--- src/rtl/keypad_scanner.sv ---
// keypad_scanner: column-scanning front end for a 4x4 hex keypad.
// Drives one column low at a time, synchronizes and debounces the row lines,
// and latches the column/row index of each accepted press for the key encoder.
module keypad_scanner #(
    parameter int unsigned SCAN_DIV        = 4,
    parameter int unsigned DEBOUNCE_CYCLES = 8
) (
    input  logic       clk,
    input  logic       rst,
    input  logic [3:0] row_n,
    output logic [3:0] col_n,
    output logic [1:0] col_code,
    output logic [1:0] row_code,
    output logic       key_valid,
    output logic       key_held
);

    localparam int unsigned DIV_W = (SCAN_DIV > 1) ? $clog2(SCAN_DIV) : 1;
    localparam int unsigned DEB_W = (DEBOUNCE_CYCLES > 1) ? $clog2(DEBOUNCE_CYCLES) : 1;

    // Last dwell cycle of a column, and the count value that completes a debounce run.
    localparam logic [DIV_W-1:0] DIV_LAST = DIV_W'(SCAN_DIV - 1);
    localparam logic [DEB_W-1:0] DEB_DONE = DEB_W'(DEBOUNCE_CYCLES - 2);

    typedef enum logic [1:0] {
        ST_SCAN     = 2'd0,
        ST_DEBOUNCE = 2'd1,
        ST_HELD     = 2'd2,
        ST_RELEASE  = 2'd3
    } state_t;

    state_t           state;
    logic [3:0]       row_meta;
    logic [3:0]       rs;
    logic [1:0]       col_cnt;
    logic [DIV_W-1:0] div_cnt;
    logic [DEB_W-1:0] deb_cnt;
    logic [1:0]       cand_row;
    logic             row_hit;
    logic [1:0]       row_sel;

    // One-cold column drive pattern for a column index.
    function automatic logic [3:0] drive(input logic [1:0] c);
        drive = ~(4'b0001 << c);
    endfunction

    // Two-flop synchronizer for the asynchronous row lines (idle = pulled high).
    always_ff @(posedge clk or posedge rst) begin
        if (rst) begin
            row_meta <= 4'b1111;
            rs       <= 4'b1111;
        end else begin
            row_meta <= row_n;
            rs       <= row_meta;
        end
    end

    // Lowest-index active row wins when several are low together.
    always_comb begin
        row_hit = 1'b0;
        row_sel = 2'd0;
        for (int i = 3; i >= 0; i--) begin
            if (!rs[i]) begin
                row_hit = 1'b1;
                row_sel = 2'(i);
            end
        end
    end

    // Scan / debounce / hold / release state machine with registered outputs.
    always_ff @(posedge clk or posedge rst) begin
        if (rst) begin
            state     <= ST_SCAN;
            col_cnt   <= 2'd0;
            col_n     <= 4'b1110;
            div_cnt   <= '0;
            deb_cnt   <= '0;
            cand_row  <= 2'd0;
            col_code  <= 2'd0;
            row_code  <= 2'd0;
            key_valid <= 1'b0;
            key_held  <= 1'b0;
        end else begin
            key_valid <= 1'b0;
            case (state)
                ST_SCAN: begin
                    if (div_cnt == DIV_LAST) begin
                        div_cnt <= '0;
                        if (row_hit) begin
                            // Column stays frozen; the triggering sample counts as the first.
                            cand_row <= row_sel;
                            deb_cnt  <= '0;
                            state    <= ST_DEBOUNCE;
                        end else begin
                            col_cnt <= col_cnt + 2'd1;
                            col_n   <= drive(col_cnt + 2'd1);
                        end
                    end else begin
                        div_cnt <= div_cnt + DIV_W'(1);
                    end
                end

                ST_DEBOUNCE: begin
                    if (!rs[cand_row]) begin
                        if (deb_cnt == DEB_DONE) begin
                            col_code  <= col_cnt;
                            row_code  <= cand_row;
                            key_valid <= 1'b1;
                            key_held  <= 1'b1;
                            state     <= ST_HELD;
                        end else begin
                            deb_cnt <= deb_cnt + DEB_W'(1);
                        end
                    end else begin
                        // Bounce: restart a full dwell on the same column.
                        div_cnt <= '0;
                        state   <= ST_SCAN;
                    end
                end

                ST_HELD: begin
                    if (rs[row_code]) begin
                        deb_cnt <= '0;
                        state   <= ST_RELEASE;
                    end
                end

                ST_RELEASE: begin
                    if (rs == 4'b1111) begin
                        if (deb_cnt == DEB_DONE) begin
                            key_held <= 1'b0;
                            col_cnt  <= col_cnt + 2'd1;
                            col_n    <= drive(col_cnt + 2'd1);
                            div_cnt  <= '0;
                            state    <= ST_SCAN;
                        end else begin
                            deb_cnt <= deb_cnt + DEB_W'(1);
                        end
                    end else begin
                        state <= ST_HELD;
                    end
                end

                default: state <= ST_SCAN;
            endcase
        end
    end

endmodule

--- config.mk ---
export PLATFORM = sky130hd
export DESIGN_NAME = keypad_scanner
export DESIGN_NICKNAME = d
export VERILOG_FILES = /design/src/rtl/keypad_scanner.sv
export SDC_FILE = /design/constraint.sdc
export NUM_CORES = 1
export LEC_CHECK = 0
export BUFFER_PORTS_ARGS = -buffer_cell sky130_fd_sc_hd__buf_2
export CAP_MARGIN = 25
export CORE_MARGIN = 5
export CORE_UTILIZATION = 61
export DETAILED_ROUTE_END_ITERATION = 16
export PLACE_DENSITY = 0.9
export SLEW_MARGIN = 10
export SYNTH_ARGS = -nofsm -noshare
export SYNTH_HDL_FRONTEND = slang
export SYNTH_SLANG_ARGS = --single-unit
export TNS_END_PERCENT = 30
--- constraint.sdc ---
create_clock -name clk -period 5.6 [get_ports clk]
set_clock_uncertainty 0.05 [all_clocks]
set_input_delay 0.28 -clock clk [delete_from_list [all_inputs] [get_ports clk]]
set_output_delay 0.28 -clock clk [all_outputs]
set_load 0.02 [all_outputs]
# After elaboration in Yosys (flattened, before gate mapping)
# Cells that the tools add are included.
[classes]
div = 0
muxes = 49
order_cmp = 2
bitwise_logic = 2
eq_ne = 17
n_addsub = 3
shifts = 1
multipliers = 0
reduce_logical = 11
[op_table]
columns = ["operator", "count"]
rows = [
  ["2-bit two-way mux", 18],
  ["5-bit AND reduction", 4],
  ["3-bit two-way mux", 6],
  ["2-bit != test (second input constant)", 9],
  ["4-bit two-way mux", 4],
  ["1-bit two-way mux", 13],
  ["3-bit case mux with 4 select lines", 1],
  ["2-bit case mux with 4 select lines", 1],
  ["4-bit case mux with 2 select lines", 1],
  ["2-bit equality test (second input constant)", 3],
  ["2-bit by 3-bit less-than comparator with 1-bit output (second input constant)", 2],
  ["3-bit != test (second input constant)", 2],
  ["2-bit case mux with 3 select lines", 1],
  ["3-bit AND reduction", 2],
  ["2-bit by 1-bit adder with 2-bit output (second input constant)", 2],
  ["1-bit binary-select mux with 2-bit select", 2],
  ["4-bit equality test (second input constant)", 1],
  ["4-bit inverter", 1],
  ["2-bit case mux with 2 select lines", 1],
  ["4-bit AND reduction", 1],
  ["2-bit nonzero test", 2],
  ["1-bit by 2-bit << shifter with 4-bit output (first input constant)", 1],
  ["3-bit by 1-bit adder with 3-bit output (second input constant)", 1],
  ["3-bit equality test (second input constant)", 1],
  ["5 further kinds", 5],
]
[word_totals]
ramBits = 0
in_bits = 6
rom_bits = 0
out_inout_bits = 10
latch_bits = 0
register_bits = 29
n_memories = 0

# Depth between registers and ports, before layout
# Gate-level depths: netlist of the first run.
[depth]
ltp_word = 7
ltp_mapped = 7
mapped_depth_nobuf = 6

# Worst setup path before layout of the first run
# OpenSTA, ideal clock, no wires.
[synth_timing]
path_kind = "flip-flop to flip-flop"
from = "register cand_row[0]"
to = "register state[1]"
path_slack_ps = 3787
t_arrival_ps = 1639
path_stages_with_launch = 5
required_ps = 5425
setup_time_ps = 125
cell_sequence = "dfrtp_1 mux4_2 nand2b_4 o221ai_2 mux2_2"
[synth_via]
elab_chain_cells = 4
[synth_lines]
columns = ["item", "line_no", "source"]
rows = [
  ["start: declaration", "38", "logic [1:0] cand_row;"],
  ["start signal: assignment", "91", "cand_row <= row_sel;"],
  ["1-bit binary-select mux with 2-bit select *", "104", "if (!rs[cand_row]) begin"],
  ["1-bit two-way mux (not written as such) *", "104", ""],
  ["3-bit != test (no line) or 2-bit two-way mux (tied branches)", "n/a", ""],
  ["5-bit AND reduction (no line) or 2-bit case mux with 4 select lines (tied branches)", "n/a", ""],
  ["end signal: assignment", "110", "state <= ST_HELD;"],
  ["end signal: assignment", "117", "state <= ST_SCAN;"],
  ["end signal: assignment", "124", "state <= ST_RELEASE;"],
  ["end: declaration", "32", "state_t state;"],
]
# Mark *: on every way between the ends. The rest lies on a longest branch, timed or not. The select of a mux whose other input is x is not followed.
# A chain may end at the register's enable or synchronous reset.

# Worst setup path in the final report of the first run
[layout_timing]
from = "register state[0]"
to = "register col_cnt[1]"
[layout_via]
elab_chain_cells = 3
[layout_lines]
columns = ["item", "line_no", "source"]
rows = [
  ["start signal: assignment", "73", "state <= ST_SCAN;"],
  ["start signal: assignment", "93", "state <= ST_DEBOUNCE;"],
  ["start signal: assignment", "110", ""],
  ["2-bit equality test or 2-bit zero test (tied branches)", "85", "case (state)"],
  ["2-bit != test (no line) or 2-bit nonzero test (tied branches)", "n/a", ""],
  ["5-bit AND reduction (no line)", "n/a", ""],
  ["end signal: assignment", "95", "col_cnt <= col_cnt + 2'd1;"],
  ["end signal: assignment", "132", "col_cnt <= col_cnt + 2'd1;"],
  ["end: declaration", "35", "logic [1:0] col_cnt;"],
]
# Parallel ways exist; a longest one is shown, timed or not.

==> metrics.txt, run 1 <==
fin crit share=~36%; syn_nets=~140; final setup vio count=0; IO Port Bufs=15; multiplexer area fraction after synthesis=between 10% and 20%; Synth cell types=30; DRC=0; antenna violations before repair=0; FMAX=502 MHz; # clock sinks=29; core area=about 0.0022 mm2; Pins Over Slew Limit=0; detailed-route wire length=a little under 3000 um; Worst setup SP type=flip-flop; P&R area growth vs syn=18.5%; detailed-route via count=1015; CTS H-tree lvls=2; CP required=between 5000 and 6000 ps; Slew headroom=56.9%; RSZ-0062 raised after global routing=no; largest net degree at the start of global routing=30; reg2reg path depth=5; CP Capture Type=flip-flop; nets=162; P_int=around 0.00052 W; Cell Area, Placed=0.00154 mm2; Crit path max-delay family=compound AO/OA/AOI/OAI gates; Post-DP HPWL=~1800 um; sequential power share=a little under two fifths; Buf/Inv on CP=1; outcome=finished, final reports clean; GRT Total Usage=18.7%; slowest library cell on the worst path=a211oi_2; Clk pwr share=21.6%; Switching Fraction=36.4%; crit-path cells=inv_1 > ha_1 > mux2i_1 > a211oi_2 > o21ai_0; Post-synth EDFFs=0; Syn Inst Count=around 120; Synth Area in Simple Gates=between 10% and 20%; number of global-route vias before repair=~1.0k; number of CTS-inserted buffers=5; layout cells sized above 1=33.8%; Synth Register Bits=29; PD cells=a little under 500 mW/mm2; Primary FF master, synth=dfrtp_1; min cycle time layout=approximately 2000 ps; CP peak stage delay=roughly 540 ps; global-route wire length before repair=between 4000 and 5000 um; post-CTS sizing=0; final instance area=between 0.0015 and 0.002 mm2; ANT cells=0; starting DRC count in detailed routing=53; Die Width=58.5 um; Critical Path Stages=5; routability cong.=about 0.87; Synth Warn #=0; I/O Pins=16; DR vias/cell=5.87; routed len/inst=17.2 um; XOR/XNOR share of the synthesized area=less than 1%; setup_tns=0 ps; synth top area cells=dfrtp_1 31%, dfstp_2 20%, ha_1 10%; Hold Vio Cnt, Final=0; Worst-Skew Late Latency=around 330 ps; Min-Delay Path Class=flip-flop to flip-flop; Leakage Power=approximately 0.8 nW; worst setup path class=flip-flop to flip-flop; row cnt=17; critical path fanouts, max=9; Hold Crit Depth=0; DRT Pass-1 Iters=4; main combinational cell family by area after synthesis=multiplexers; maxcap violations=0; Initial Util=between 60% and 70%; clk buf depth=2; Syn Std Cell Area=roughly 0.0014 mm2; Root Buffer=clkbuf_4; area fraction in compound gates after synthesis=a little over a tenth; Arrival @ worst endpoint=between 2000 and 2500 ps; P_sw=around 0.0003 W; adder-cell share of the synthesized area=a little over a tenth; Synth area leader=dfrtp_1; antenna viol nets, final=0; clock slew at reported path FFs=about 90 ps; Setup WS pre-CTS=~3700 ps; grt ovf=0; full die area=approximately 0.0034 mm2; ys async rst share=100%; TritonCTS clock tree=yes; Die Y-Extent=around 59 um; Final WS setup=3610 ps; sequential share of the synthesized area=51.5%; syn avg cell area=around 12 um2; Least-Margin Pin Slew=approximately 640 ps; final core occ=76.2%; peak supply drop=about 0.00041 V; combinational fraction of design power=about two fifths; Power, Total=0.000825 W; post-synth top area share=a little under a third
-- sequential cells by signal (all words and copies together), names as in the netlist --
register and cells:
cand_row 2, state 2, div_cnt 2, deb_cnt 3
row_code 2, key_held 1, col_n 4, col_cnt 2
row_meta 4, col_code 2, key_valid 1, rs 4
-- cell families after synthesis --
group                    after synthesis
XOR/XNOR                               1
flip-flops                            29
multiplexers                          14
AND/OR/NAND/NOR                       26
AO/OA/AOI/OAI                         23
buffers and inverters                 13
adder cells (fa/ha/maj)               12
-- cells in the mapped netlist, types with 4 or more instances --
library cell  number
nand2_1            5
inv_1             11
a21oi_1            4
dfrtp_1           18
ha_1              12
nor2_1             9
dfstp_2           11
o21ai_0            6
mux2_2             8
a31oi_1            5
mux2i_1            4
-- worst paths after layout --
kind	from	end	slack, ps
min	row_meta[3]	rs[3]	310
min in group asynchronous	rst	deb_cnt[2]	440
min reg2reg	row_meta[3]	rs[3]	310
max in group asynchronous	rst	rs[0]	4530
max reg2reg	state[0]	col_cnt[1]	3610
max	state[0]	col_cnt[1]	3610
-- worst reg2reg max path, delay by kind of cell (launching register included) --
kind,cells,cell delay [ps]
AOI/OAI and AO/OA,2,770
adders and majority gates,1,340
muxes,1,140
DFF,1,410
buffers and inverters,1,130
-- cell usage in the layout, fill, tap and decap left out --
cell type / instances
a21oi_1: 4
xnor2_1: 1
nor3b_4: 1
buf_16: 1
dlygate4sd3_1: 5
nand4_1: 2
o21ai_1: 2
nand2b_4: 1
inv_1: 11
o221ai_2: 1
o31ai_1: 1
nor3b_1: 1
mux4_2: 2
dfstp_2: 11
mux2_2: 8
nor4b_1: 1
nor2_1: 9
o21ai_0: 6
buf_2: 15
a21o_1: 1
nor4_1: 1
dfrtp_1: 18
clkbuf_1: 1
and4_1: 2
a31oi_1: 5
clkbuf_4: 5
and2_1: 2
mux2i_1: 4
bufinv_16: 1
ha_1: 12
nand2b_1: 1
nand2_1: 5
a211oi_2: 1
a211o_1: 1
clkbuf_8: 1
a2111oi_2: 1
-- layout make-up --
class / instances / area, um2
clock inverter: 1 / 30.0
multi-input combinational: 76 / 648
fill: 136 / 532
timing repair buffer: 21 / 153
sequential: 29 / 739
clock buffer: 7 / 55.1
inverter: 11 / 41.3
tap: 28 / 35.0
-- metal layers --
| metal | vias to the layer above | track usage, % | part of all wire, % |
|---|---|---|---|
| li1 | 474 | - | - |
| met4 | 0 | 9.27 | 3.4 |
| met2 | 47 | 28.5 | 51 |
| met3 | 13 | 7.89 | 6.9 |
| met1 | 481 | 22.5 | 38 |
| met5 | - | 0 | 0 |
-- per-stage QoR --
stage / std cells / hold WS, ps
detailed placement: 159 / 300
floorplan: 118 / 234
finish: 173 / 311
global placement: 159 / 296
CTS: 170 / 1.64
global route: 173 / 321
-- power groups by stage --
stage | Sequential [W] | Combinational [W] | Clock, W
after floorplan | 0.000327 | 0.000230 | 0
after global placement | 0.000311 | 0.000300 | 0
after detailed placement | 0.000317 | 0.000313 | 0
after CTS | 0.000313 | 0.000320 | 0.000177
after global routing | 0.000322 | 0.000366 | 0.000192
final | 0.000316 | 0.000331 | 0.000178
-- timing repair --
item	in CTS	in global routing
endpoints found under the setup margin	0	0
hold endpoints to repair	3	5
setup buffers	0	0
hold buffers	3	2
Note: power is estimated with default switching activity, not from simulation.
==> run 2: changes to the inputs <==
--- a/config.mk
+++ b/config.mk
@@ -8,9 +8,9 @@
 export BUFFER_PORTS_ARGS = -buffer_cell sky130_fd_sc_hd__buf_2
 export CAP_MARGIN = 25
 export CORE_MARGIN = 5
-export CORE_UTILIZATION = 61
+export CORE_UTILIZATION = 51
 export DETAILED_ROUTE_END_ITERATION = 16
-export PLACE_DENSITY = 0.9
+export PLACE_DENSITY = 0.81
 export SLEW_MARGIN = 10
 export SYNTH_ARGS = -nofsm -noshare
 export SYNTH_HDL_FRONTEND = slang
==> constraint.sdc (replaced) <==
create_clock -name clk -period 1.6 [get_ports clk]
set_clock_uncertainty 0.05 [all_clocks]
set_input_delay 0.08 -clock clk [delete_from_list [all_inputs] [get_ports clk]]
set_output_delay 0.08 -clock clk [all_outputs]
set_load 0.02 [all_outputs]
==> run 2 against run 1 <==
The run now ends with setup timing left; non-clock buffer count increased by 22; clock power increased to 3.6 times the previous value; die area increased by 16%; power increased to 4.0 times the previous value; global-route usage decreased by 2.2 points; register-to-register slack got worse by 3900 ps; cell area increased by 13%; critical path type unchanged; sequential power increased to 3.4 times the previous value; first-iteration DRC count decreased by 3.8%; via count increased by 4.1%.
==> metrics.txt, run 2 (synthesis gave the netlist of run 1 again) <==
antenna viol nets, final=0 (unchanged); P&R area growth vs syn=33.6%; detailed-route via count=1057 (+4.1%); min cycle time layout=1850 ps (-143 ps); row cnt=19 (+2); core area=0.00273 mm2 (+22%); highest-count cells in the layout ignoring fill and taps=20 x buf_4, 17 x dfrtp_1, 15 x buf_2, 11 x dfstp_2, 10 x inv_1; detailed-route wire length=2920 um (-1.8%); Worst-Skew Late Latency=330 ps (about the same); IO Port Bufs=15 (unchanged); layout cells sized above 1=48.5% (+15 points); Pins Over Slew Limit=0 (unchanged); # placed instances=185 (+16%); clk buf depth=2 (unchanged); # clock sinks=29 (unchanged); slowest library cell on the worst path=mux4_2; final setup vio count=14 (+14); Min-Delay Path Class=input port to async pin; GRT Total Usage=16.5% (-2.2 points); fin crit share=116% (+80 points); Post-CTS Setup Inserts=0 (unchanged); CTS H-tree lvls=2 (unchanged); I/O Pins=16 (unchanged); Die Width=63.1 um (+7.8%); DR vias/cell=5.34 (-9.0%); Top Registers=col_n (4), row_meta (4), rs (4); Leakage Power=0.926 nW (+16%); Setup crit start=cand_row[0]; Hold Vio Cnt, Final=0 (unchanged); critical path fanouts, max=5 (-4); Least-Margin Pin Slew=378 ps (-267 ps); full die area=0.00398 mm2 (+16%); Crit path max-delay family=multiplexers; Arrival @ worst endpoint=2030 ps (-80 ps); Layout Cells excl Fill=198 (+14%); commonest non-fill, non-tap cell in the layout=buf_4; ANT cells=0 (unchanged); nets=184 (+14%); largest net degree at the start of global routing=30 (unchanged); crit-path cells=mux4_2 > and2_1 > o21ai_2 > mux2_2; Slew headroom=74.8% (+18 points); Root Buffer=clkbuf_4; setup_tns=-2470 ps (-2470 ps); Initial Util=52.5% (-12 points); FMAX=541 MHz (+7.7%); global-route wire length before repair=5020 um (+6.8%); Worst setup SP type=flip-flop; peak supply drop=0.00105 V (+160%); routability cong.=0.828 (-4.4%); outcome=finished with violations; failing checks=setup timing; CP required=1780 ps (-3940 ps); maxcap violations=0 (unchanged); antenna violations before repair=0 (unchanged); CP Capture Type=flip-flop; CP peak stage delay=600 ps (+60 ps); Post-DP HPWL=2110 um (+19%); worst setup path class=flip-flop to flip-flop; Final WS setup=-250 ps (-3860 ps); grt ovf=0 (unchanged); number of CTS-inserted buffers=5 (unchanged); PD cells=1700 mW/mm2 (+250%); TritonCTS clock tree=yes; starting DRC count in detailed routing=51 (-3.8%); Buf/Inv on CP=0 (-1); clock slew at reported path FFs=100 ps (about the same); RSZ-0062 raised after global routing=yes; worst r2r src=cand_row[0]; number of global-route vias before repair=1139 (+11%); Die Y-Extent=63.1 um (+7.8%); routed len/inst=14.8 um (-14%); DRC=0 (unchanged); DRT Pass-1 Iters=5 (+1)
[run 2: changes by cell type in the layout (fill, tap and decap cells not counted), sizes merged]
cell      delta
clkinvlp     +1
clkbuf       -1
buf         +22
[run 2: where the power goes]
| part | total (W) | switching [W] | leakage, nW | internal (W) |
|---|---|---|---|---|
| clock | 0.000638 | 0.000267 | 0.0445 | 0.000371 |
| combinational | 0.00154 | 0.000734 | 0.536 | 0.000807 |
| sequential | 0.00108 | 0.000136 | 0.345 | 0.000945 |
| total | 0.00326 | 0.00114 | 0.926 | 0.00212 |
[run 2: through the flow]
stage	power [W]	setup slack [ps]	hold slack, ps	cell area, um2	utilization, %
2_1_floorplan	0.00205	-208	34.5	1470	-
3_3_place_gp	0.00248	-211	102	1750	63.9
3_5_place_dp	0.00257	-240	120	1750	63.9
4_1_cts	0.00327	-238	291	1910	69.9
5_1_grt	0.00350	-318	304	1920	70.2
6_report	0.00326	-250	290	1920	70.2
[run 2: layout make-up]
| class | count | area (um2) |
|---|---|---|
| clock buffer | 6 | 51.3 |
| clock inverter | 2 | 37.5 |
| fill | 184 | 815 |
| inverter | 11 | 41.3 |
| multi-input combinational | 76 | 701 |
| sequential | 29 | 741 |
| tap | 31 | 38.8 |
| timing repair buffer | 43 | 309 |
[run 2: final timing paths]
check / end / slack [ps] / depth (start not counted)
setup / recovery: div_cnt[0] / -250 / 4
hold / removal: col_cnt[1] / 290 / 4
setup reg to reg: div_cnt[0] / -250 / 4
hold reg to reg: rs[2] / 310 / 0
max in group asynchronous: rs[0] / 900 / 4
min in group clk: rs[2] / 310 / 0
[run 2: per-layer routing]
metal	part of all wire, %	GRT usage (%)	up-vias
met5	0	0	-
met4	2.2	10.1	0
met3	5.4	6.04	8
met2	50	26.3	22
met1	42	18.6	515
li1	-	-	512
[run 2: worst register-to-register path: cells and delay by family, from the launching register on]
| family | cells | cell delay [ps] |
|---|---|---|
| AO/OA/AOI/OAI | 1 | 150 |
| flip-flops | 1 | 380 |
| multiplexers | 2 | 940 |
| AND/OR/NAND/NOR | 1 | 220 |
[run 2: what timing repair did]
item	4_1_cts	5_1_grt
pin swaps	5	0
endpoints found under the setup margin	17	19
gates resized for setup	8	5
hold endpoints to repair	22	0
hold buffers	5	0
==> run 3: changes to the inputs <==
--- a/config.mk
+++ b/config.mk
@@ -11,6 +11,7 @@
 export CORE_UTILIZATION = 51
 export DETAILED_ROUTE_END_ITERATION = 16
 export PLACE_DENSITY = 0.81
+export REMOVE_ABC_BUFFERS = 1
 export SLEW_MARGIN = 10
 export SYNTH_ARGS = -nofsm -noshare
 export SYNTH_HDL_FRONTEND = slang
==> run 3 against run 2 <==
The flow still finishes with violations (setup timing); critical path depth stayed put; register-to-register slack hardly changed; power is 3.0% higher; cell area is 1.1% higher; final cell count is 1.0% higher; critical endpoint is now state[1]; largest power group unchanged.
==> metrics.txt, run 3 (synthesis gave the netlist of run 1 again) <==
outcome=finished with violations; failing checks=setup timing; final setup vio count=18 (+4); crit-path cells=mux4_2 > nand2b_4 > o221ai_4 > mux2_4; IO Port Bufs=15 (unchanged); grt ovf=0 (unchanged); CP peak stage delay=610 ps (about the same); Top Registers=col_n (4), row_meta (4), rs (4); Hold Vio Cnt, Final=0 (unchanged); antenna viol nets, final=0 (unchanged); fin crit share=116% (about the same); core area=0.00273 mm2 (unchanged); Final WS setup=-250 ps (-0.308 ps); Buf/Inv on CP=0 (unchanged); Crit path max-delay family=multiplexers; antenna violations before repair=0 (unchanged); peak supply drop=0.00134 V (+28%); reg2reg setup slack=-250 ps (about the same); row cnt=19 (unchanged); Slew headroom=70.9% (-3.9 points); # clock sinks=29 (unchanged); P&R area growth vs syn=35.1%; DRT Pass-1 Iters=4 (-1); CP Capture Type=flip-flop; nets=186 (+1.1%); Power, Total=0.00336 W (+3.0%); clk buf depth=2 (unchanged); min cycle time layout=1850 ps (+0.308 ps); largest net degree at the start of global routing=30 (unchanged); Arrival @ worst endpoint=2030 ps (about the same); FMAX=540 MHz (about the same); Initial Util=52.5% (unchanged); TritonCTS clock tree=yes; detailed-route via count=1170 (+11%); starting DRC count in detailed routing=39 (-24%); RSZ-0062 raised after global routing=yes; number of global-route vias before repair=1263 (+11%); ANT cells=0 (unchanged); GRT Total Usage=19.8% (+3.3 points); Pins Over Slew Limit=0 (unchanged); routability cong.=0.832 (+0.46%); maxcap violations=0 (unchanged); Least-Margin Pin Slew=436 ps (+57.8 ps); Worst-Skew Late Latency=330 ps (about the same); Die Width=63.1 um (unchanged); number of CTS-inserted buffers=5 (unchanged); routed len/inst=18.5 um (+26%); commonest non-fill, non-tap cell in the layout=buf_4; WHS=311 ps (+20.5 ps); critical path fanouts, max=5 (unchanged); DR vias/cell=5.85 (+9.6%); Root Buffer=clkbuf_4; CP required=1780 ps (about the same); Leakage Power=0.933 nW (+0.76%); detailed-route wire length=3710 um (+27%); I/O Pins=16 (unchanged); Setup WS pre-CTS=-272 ps (-31.7 ps); highest-count cells in the layout ignoring fill and taps=22 x buf_4, 18 x dfrtp_1, 15 x buf_2, 11 x dfstp_2; worst setup path class=flip-flop to flip-flop; global-route wire length before repair=6110 um (+22%); PD cells=1730 mW/mm2 (+1.9%); slowest library cell on the worst path=mux4_2; full die area=0.00398 mm2 (unchanged); Min-Delay Path Class=flip-flop to flip-flop; Post-DP HPWL=2170 um (+2.7%); Worst setup SP type=flip-flop; CTS H-tree lvls=2 (unchanged); clock slew at reported path FFs=110 ps (about the same); Fillers=157 (-15%); DRC=0 (unchanged); Die Y-Extent=63.1 um (unchanged); layout cells sized above 1=49.1% (+0.61 points)
[run 3: cell count changes in the layout (fill, tap and decap cells not counted), sizes merged]
cell / change
buf: +2
[run 3: per-layer routing]
metal / global-route usage, % / vias to the layer above / share of wire [%] / wire length (um)
met3: 4.62 / 20 / 7.5 / 279
met2: 32.8 / 78 / 50 / 1840
li1: - / 522 / - / -
met5: 0 / - / 0 / 0
met4: 10.1 / 0 / 4.4 / 162
met1: 23.8 / 550 / 39 / 1430
[run 3: path summary, 6_finish.rpt]
path                               to  depth (start not counted)        start
setup / recovery             state[1]                          4  cand_row[0]
hold / removal                  rs[0]                          0  row_meta[0]
setup reg to reg             state[1]                          4  cand_row[0]
hold reg to reg                 rs[0]                          0  row_meta[0]
max in group asynchronous    col_n[2]                          4          rst
min in group asynchronous  div_cnt[1]                          4          rst
[run 3: area by class of cell]
cell class              count  area (um2)  share of cell area (%)
well taps                  31        38.8                    2.00
multi-input cells          76         708                    36.5
inverters                  11        41.3                    2.13
repair buffers             45         324                    16.7
clock buffers               6        51.3                    2.64
clock inverters             2        37.5                    1.93
flip-flops and latches     29         739                    38.1
[run 3: per-stage QoR]
stage / instance area (um2) / instances / TNS [ps] / utilization [%]
3_5_place_dp: 1720 / 186 / -2840 / 63.0
4_1_cts: 1900 / 200 / -2410 / 69.5
6_report: 1940 / 200 / -2970 / 71.0
5_1_grt: 1940 / 200 / -4340 / 71.0
2_1_floorplan: 1430 / 116 / -1650 / -
3_3_place_gp: 1720 / 186 / -2090 / 63.0
[run 3: worst register-to-register path, stage by stage (launching register included)]
cell      delay (ps)
dfrtp_1          390
mux4_2           610
nand2b_4         200
o221ai_4         200
mux2_4           320
[run 3: power by group]
part | internal, W | switching [W]
combinational | 0.000819 | 0.000809
sequential | 0.000943 | 0.000138
clock | 0.000371 | 0.000277
total | 0.00213 | 0.00122
[run 3: repair_timing]
| item | CTS | global route |
|---|---|---|
| pin swaps | 4 | 0 |
| hold buffers | 5 | 0 |
| endpoints found under the setup margin | 19 | 19 |
| setup buffers | 1 | 0 |
| resized for setup | 11 | 10 |
| hold endpoints to repair | 22 | 0 |
